`config.mk`:
```
export PLATFORM = sky130hd
export DESIGN_NAME = led_array_driver
export DESIGN_NICKNAME = d
export VERILOG_FILES = /design/src/rtl/led_pkg.sv /design/src/rtl/led_array_driver_blink_timer.sv /design/src/rtl/led_array_driver.sv
export SDC_FILE = /design/constraint.sdc
export NUM_CORES = 1
export LEC_CHECK = 0
export BUFFER_PORTS_ARGS = -buffer_cell sky130_fd_sc_hd__buf_2
export CORE_ASPECT_RATIO = 1.75
export CORE_UTILIZATION = 40
export CTS_CLUSTER_DIAMETER = 200
export DETAILED_ROUTE_END_ITERATION = 8
export SETUP_SLACK_MARGIN = 0.05
export SLEW_MARGIN = 10
export SYNTH_ARGS = -nofsm -noshare
export SYNTH_HDL_FRONTEND = slang
export SYNTH_SLANG_ARGS = --single-unit
```
`constraint.sdc`:
```
create_clock -name clk -period 2.32 [get_ports clk]
set_input_delay 0.232 -clock clk [delete_from_list [all_inputs] [get_ports clk]]
set_output_delay 0.232 -clock clk [all_outputs]
set_load 0.05 [all_outputs]
```
`src/rtl/led_pkg.sv`:
```
// Shared types for the LED array driver: flash sequencer states and per-LED colour width.
// Latency: n/a (types and constants only).
// Backpressure: n/a.
package led_pkg;

    // Bits per LED, one per colour channel.
    localparam int LED_RGB_W = 3;

    typedef logic [LED_RGB_W-1:0] led_rgb_t;

    typedef enum logic [1:0] {
        IDLE      = 2'd0,
        FLASH_ON  = 2'd1,
        FLASH_OFF = 2'd2
    } led_state_e;

endpackage

```
`src/rtl/led_array_driver_blink_timer.sv`:
```
// Prescaler for the blink and flash timing: tick is high on the last cycle of each BLINK_DIV period.
// Latency: tick decodes the registered count; restart clears the count on the next edge.
// Backpressure: none; free-running, restart always wins over wrap.
module blink_timer #(
    parameter int BLINK_DIV = 25_000_000
) (
    input  logic clk,
    input  logic rst,
    input  logic restart,
    output logic tick
);

    localparam int CNT_W = (BLINK_DIV > 1) ? $clog2(BLINK_DIV) : 1;

    logic [CNT_W-1:0] div_cnt_q;
    logic [CNT_W-1:0] div_cnt_d;

    assign tick = (div_cnt_q == CNT_W'(BLINK_DIV - 1));

    // Next count: restart and terminal count both return to zero.
    always_comb begin
        div_cnt_d = div_cnt_q + CNT_W'(1);
        if (restart || tick) begin
            div_cnt_d = '0;
        end
    end

    // Count register.
    always_ff @(posedge clk) begin
        if (rst) begin
            div_cnt_q <= '0;
        end else begin
            div_cnt_q <= div_cnt_d;
        end
    end

endmodule

```
`src/rtl/led_array_driver.sv`:
```
// Multiplexes guess/history patterns onto NUM_LEDS RGB LEDs with blink and win/lose flash; PWM dimming when LED_PWM_EN is defined.
// Latency: rgb_out, flash_busy and flash_done are registered, one cycle after their inputs; PWM gating adds none.
// Backpressure: none; flash_start while a flash is running is dropped, not queued.
module led_array_driver
    import led_pkg::*;
#(
    parameter  int NUM_LEDS     = 4,
    parameter  int COLOR_W      = LED_RGB_W,
    parameter  int BLINK_DIV    = 25_000_000,
    parameter  int FLASH_CYCLES = 3,
    parameter  int PWM_W        = 4,
    localparam int IDX_W        = (NUM_LEDS > 1) ? $clog2(NUM_LEDS) : 1
) (
    input  logic                        clk,
    input  logic                        rst,
    input  logic                        mode_guess,
    input  logic [IDX_W-1:0]            blink_idx,
    input  logic [NUM_LEDS*COLOR_W-1:0] guess_rgb,
    input  logic [NUM_LEDS*COLOR_W-1:0] history_rgb,
    input  logic                        flash_start,
    input  logic [COLOR_W-1:0]          flash_rgb,
    input  logic [PWM_W-1:0]            brightness,
    output logic [NUM_LEDS*COLOR_W-1:0] rgb_out,
    output logic                        flash_busy,
    output logic                        flash_done
);

    localparam int RGB_W  = NUM_LEDS * COLOR_W;
    localparam int FCNT_W = $clog2(FLASH_CYCLES + 1);

    led_state_e         state_q, state_d;
    logic [FCNT_W-1:0]  fcnt_q, fcnt_d;
    logic               phase_q, phase_d;
    logic               mode_prev_q, mode_prev_d;
    logic [IDX_W-1:0]   idx_prev_q, idx_prev_d;
    logic [RGB_W-1:0]   rgb_q, rgb_d;
    logic               busy_q, busy_d;
    logic               done_q, done_d;

    logic               restart;
    logic               tick;
    logic               blink_chg;

    blink_timer #(
        .BLINK_DIV (BLINK_DIV)
    ) u_blink_timer (
        .clk     (clk),
        .rst     (rst),
        .restart (restart),
        .tick    (tick)
    );

    // Sequencer: blink phase in IDLE, on/off periods while flashing.
    always_comb begin
        state_d     = state_q;
        fcnt_d      = fcnt_q;
        phase_d     = phase_q;
        done_d      = 1'b0;
        restart     = 1'b0;
        mode_prev_d = mode_guess;
        idx_prev_d  = blink_idx;
        blink_chg   = (mode_guess != mode_prev_q) || (blink_idx != idx_prev_q);

        case (state_q)
            IDLE: begin
                if (flash_start) begin
                    // Flash takes priority; a coincident blink change still leaves the LED lit-first.
                    state_d = FLASH_ON;
                    fcnt_d  = '0;
                    restart = 1'b1;
                    if (blink_chg) begin
                        phase_d = 1'b1;
                    end
                end else if (blink_chg) begin
                    // New selection is shown lit for a full half-period first.
                    restart = 1'b1;
                    phase_d = 1'b1;
                end else if (tick) begin
                    phase_d = ~phase_q;
                end
            end
            FLASH_ON: begin
                if (tick) begin
                    state_d = FLASH_OFF;
                end
            end
            FLASH_OFF: begin
                if (tick) begin
                    if (fcnt_q == FCNT_W'(FLASH_CYCLES - 1)) begin
                        state_d = IDLE;
                        done_d  = 1'b1;
                        phase_d = 1'b1;
                        restart = 1'b1;
                    end else begin
                        fcnt_d  = fcnt_q + FCNT_W'(1);
                        state_d = FLASH_ON;
                    end
                end
            end
            default: begin
                state_d = IDLE;
            end
        endcase
    end

    // Output mux from the next state so rgb_out, busy and done line up on the same cycle.
    always_comb begin
        rgb_d  = '0;
        busy_d = (state_d != IDLE);
        case (state_d)
            IDLE: begin
                if (mode_guess) begin
                    rgb_d = guess_rgb;
                    for (int i = 0; i < NUM_LEDS; i++) begin
                        if (!phase_d && (32'(blink_idx) == i)) begin
                            rgb_d[i*COLOR_W +: COLOR_W] = '0;
                        end
                    end
                end else begin
                    rgb_d = history_rgb;
                end
            end
            FLASH_ON: begin
                rgb_d = {NUM_LEDS{flash_rgb}};
            end
            default: begin
                rgb_d = '0;
            end
        endcase
    end

    // State and output registers.
    always_ff @(posedge clk) begin
        if (rst) begin
            state_q     <= IDLE;
            fcnt_q      <= '0;
            phase_q     <= 1'b1;
            mode_prev_q <= 1'b0;
            idx_prev_q  <= '0;
            rgb_q       <= '0;
            busy_q      <= 1'b0;
            done_q      <= 1'b0;
        end else begin
            state_q     <= state_d;
            fcnt_q      <= fcnt_d;
            phase_q     <= phase_d;
            mode_prev_q <= mode_prev_d;
            idx_prev_q  <= idx_prev_d;
            rgb_q       <= rgb_d;
            busy_q      <= busy_d;
            done_q      <= done_d;
        end
    end

    assign flash_busy = busy_q;
    assign flash_done = done_q;

`ifdef LED_PWM_EN
    logic [PWM_W-1:0] pwm_cnt_q, pwm_cnt_d;
    logic             pwm_on;

    // Free-running duty counter; all-ones brightness forces full on.
    always_comb begin
        pwm_cnt_d = pwm_cnt_q + PWM_W'(1);
        pwm_on    = (pwm_cnt_q < brightness) || (&brightness);
    end

    // Duty counter register.
    always_ff @(posedge clk) begin
        if (rst) begin
            pwm_cnt_q <= '0;
        end else begin
            pwm_cnt_q <= pwm_cnt_d;
        end
    end

    assign rgb_out = rgb_q & {RGB_W{pwm_on}};
`else
    // Brightness has no effect without PWM; outputs are full-on.
    logic unused_brightness;
    assign unused_brightness = ^brightness;
    assign rgb_out = rgb_q;
`endif

endmodule

```
==> qor.csv <==
metric;value;unit
num_rows;35;
startpoint_type;flop;
synthTopCellsByCount;47 x dfxtp_1, 40 x nor2_1, 13 x nand2_1, 13 x xnor2_1, 13 x xor2_1;
ant_nets;0;
slew_viol_final;0;
path_cells;ha_1 > nand2_1 > nor4_1 > a211oi_1 > nor3_2 > nand4bb_1 > a32o_1;
num_vias;1897;
fin_area;0.00265;mm^2
avgSynthCellArea;8.96;um^2
diodes;0;
synth_most_common_cell;dfxtp_1;
chipHeight;101;um
grt_first_pass_wirelength;8.20;mm
via_per_inst;5.09;
synth_cell_type_count;43;
clock_latency;0.30;ns
synth_seq_cells;47;
overflow;0;
n_fill_cell;542;
finClkSkew;0.00943;ns
cts.sinks;47;
yosys.area_share.simple;0.282;
p_per_area;575;mW/mm^2
ios;51;
drt-pass1-iter-count;6;
crit_type;flop to flop;
h-tree-depth;2;
fin_crit_sh;0.926;
wire_per_inst;12.8;um
initial_core_util;0.419;
synth_seq_area_share;0.423;
clk_pin_slew;0.09;ns
slowest_delay;0.42;ns
netlist_area;0.00222;mm^2
synthMuxAreaShare;0.0557;
core;0.00530;mm^2
synth_adder_area_share;0.0113;
gp_congestion;0.797;
synth_edf_count;0;
min_period;2.15;ns
final_nets;337;
synth_compound_area_frac;0.0957;
wl;4.79;mm
yosysTopAreaCell;dfxtp_1;
hold_viol_final;0;
crit_required;2.56;ns
hpwl;3.74;mm
drcViolationCount;0;
endpoint_kind;flop;
synth_top_area_frac;0.423;
drt_iter0_drc;23;
root_buffer;clkbuf_8;
dpl-instance-area;0.00256;mm^2
yosys_warnings;0;
min_path_type;input port to flop;
slowest_stage;nor4_1;
syn_inst;248;
maxCapViolCount;0;
syn_nets;287;
cpLargestDelayFamily;simple AND/OR/NAND/NOR gates;
slew_headroom;0.573;
die_x;58.3;um
critPathBufInv;0;
p_leak;1.01;nW
crit_arrival;2.39;ns
synth_top_family_by_area;simple AND/OR/NAND/NOR gates;
fin_setup_tns;0;ns
cts_buffers;5;
gr-usage-all-layers;0.180;
synthTopCellsByArea;dfxtp_1 42%, nor2_1 6.8%, xnor2_1 5.1%, xor2_1 5.1%, mux2i_1 4.1%;
clock_path_buffers;2;
outcome;finished, final reports clean;
grt_max_degree;26;
drive_gt1_frac;0.241;
rsz0062_at_grt;false;
max_freq;465;MHz
port_buffers;46;
cts_tree;yes;
dieArea;0.00587;mm^2
synth_flop_cell;dfxtp_1;
setup-violations-final;0;
area_growth_syn_to_layout;19.3;%
synthArstFlopShare;0;
grt_pass1_vias;1878;
irDropWorstVdd;0.347;mV
tightest_slew;0.640;ns
synth_xor_area_frac;0.102;
grt_antenna_before_repair;0;
crit_fanout;5;
[cells in the final DEF, fill, tap and decap left out, types with 2 or more instances in the layout]
cell type	netlist	routed
ha_1	2	2
clkinvlp_4	0	2
inv_1	7	7
a31oi_1	2	2
a32o_1	4	4
nand4bb_1	2	2
nor4b_2	2	2
nor2_1	40	40
nor3_1	4	4
xor2_1	13	13
mux2i_1	9	9
nand4_1	6	6
xnor2_1	13	13
a21o_1	2	2
a21oi_1	6	6
buf_2	2	46
buf_4	0	7
nand3b_1	5	5
o21ai_0	5	5
nor4_1	5	5
nand2_1	13	13
nand3_1	11	11
nor2b_1	4	4
o31ai_1	9	9
and4_1	3	3
clkbuf_8	0	5
dfxtp_1	47	47
mux2_2	3	3
or3_1	2	2
and3_1	3	3
or2_2	2	2
[registers in the layout, indices dropped and copies added (netlist names)]
register,count
fcnt_q,2
rgb_out,12
u_blink_timer.div_cnt_q,25
idx_prev_q,2
mode_prev_q,1
flash_busy,1
state_q,2
flash_done,1
phase_q,1
[path summary, 6_finish.rpt]
| path | startpoint | slack, ns | depth (start not counted) | end |
|---|---|---|---|---|
| max | u_blink_timer.div_cnt_q[0] | 0.17 | 7 | rgb_out[6] |
| min | flash_rgb[2] | 0.16 | 2 | rgb_out[8] |
| max reg2reg | u_blink_timer.div_cnt_q[0] | 0.17 | 7 | rgb_out[6] |
| min reg2reg | u_blink_timer.div_cnt_q[0] | 0.48 | 1 | u_blink_timer.div_cnt_q[0] |
[per-stage QoR]
step           hold WS, ns  instances  setup WS, ns   util  power (mW)
5_1_grt              0.174        373        0.0540  0.500        1.60
6_report             0.162        373         0.171  0.500        1.53
3_3_place_gp         0.441        365         0.230  0.483        1.06
2_1_floorplan        0.358        248         0.475      -       0.994
3_5_place_dp         0.461        365         0.213  0.483        1.06
4_1_cts              0.155        373         0.192  0.499        1.54
[area by class of cell]
cell class | instances | area, um^2 | share of cell area
Clock buffer | 5 | 68.8 | 0.0260
Tap cell | 74 | 92.6 | 0.0349
Clock inverter | 3 | 20.0 | 0.00755
Inverter | 7 | 26.3 | 0.00991
Sequential cell | 47 | 941 | 0.355
Multi-Input combinational cell | 184 | 1220 | 0.460
Timing Repair Buffer | 53 | 283 | 0.107
[metal layers]
metal	track usage	wire length [um]	up-vias
met5	0	0	-
met4	0.0788	109	0
met3	0.0321	148	9
met2	0.351	2700	50
met1	0.178	1830	867
li1	-	-	971
[power by group]
part | internal, mW | total (mW) | switching (mW)
Combinational | 0.0697 | 0.203 | 0.133
Sequential | 0.830 | 0.838 | 0.00778
Clock | 0.210 | 0.485 | 0.275
[logic make-up (layout without fill, tap and decap cells)]
family,Yosys count,in the layout
simple gates,113,113
flops,47,47
compound gates,31,31
xor+xnor,26,26
buf+inv,17,68
mux,12,12
fa+ha+maj,2,2
[what timing repair did]
action                                  CTS  global route
gates resized for setup                   0             1
endpoints found under the setup margin    0             2
endpoints found under the hold margin     0             0
buffers inserted                          0             0
hold buffers                              0             0
No activity file was read; power rests on OpenSTA's default activity.
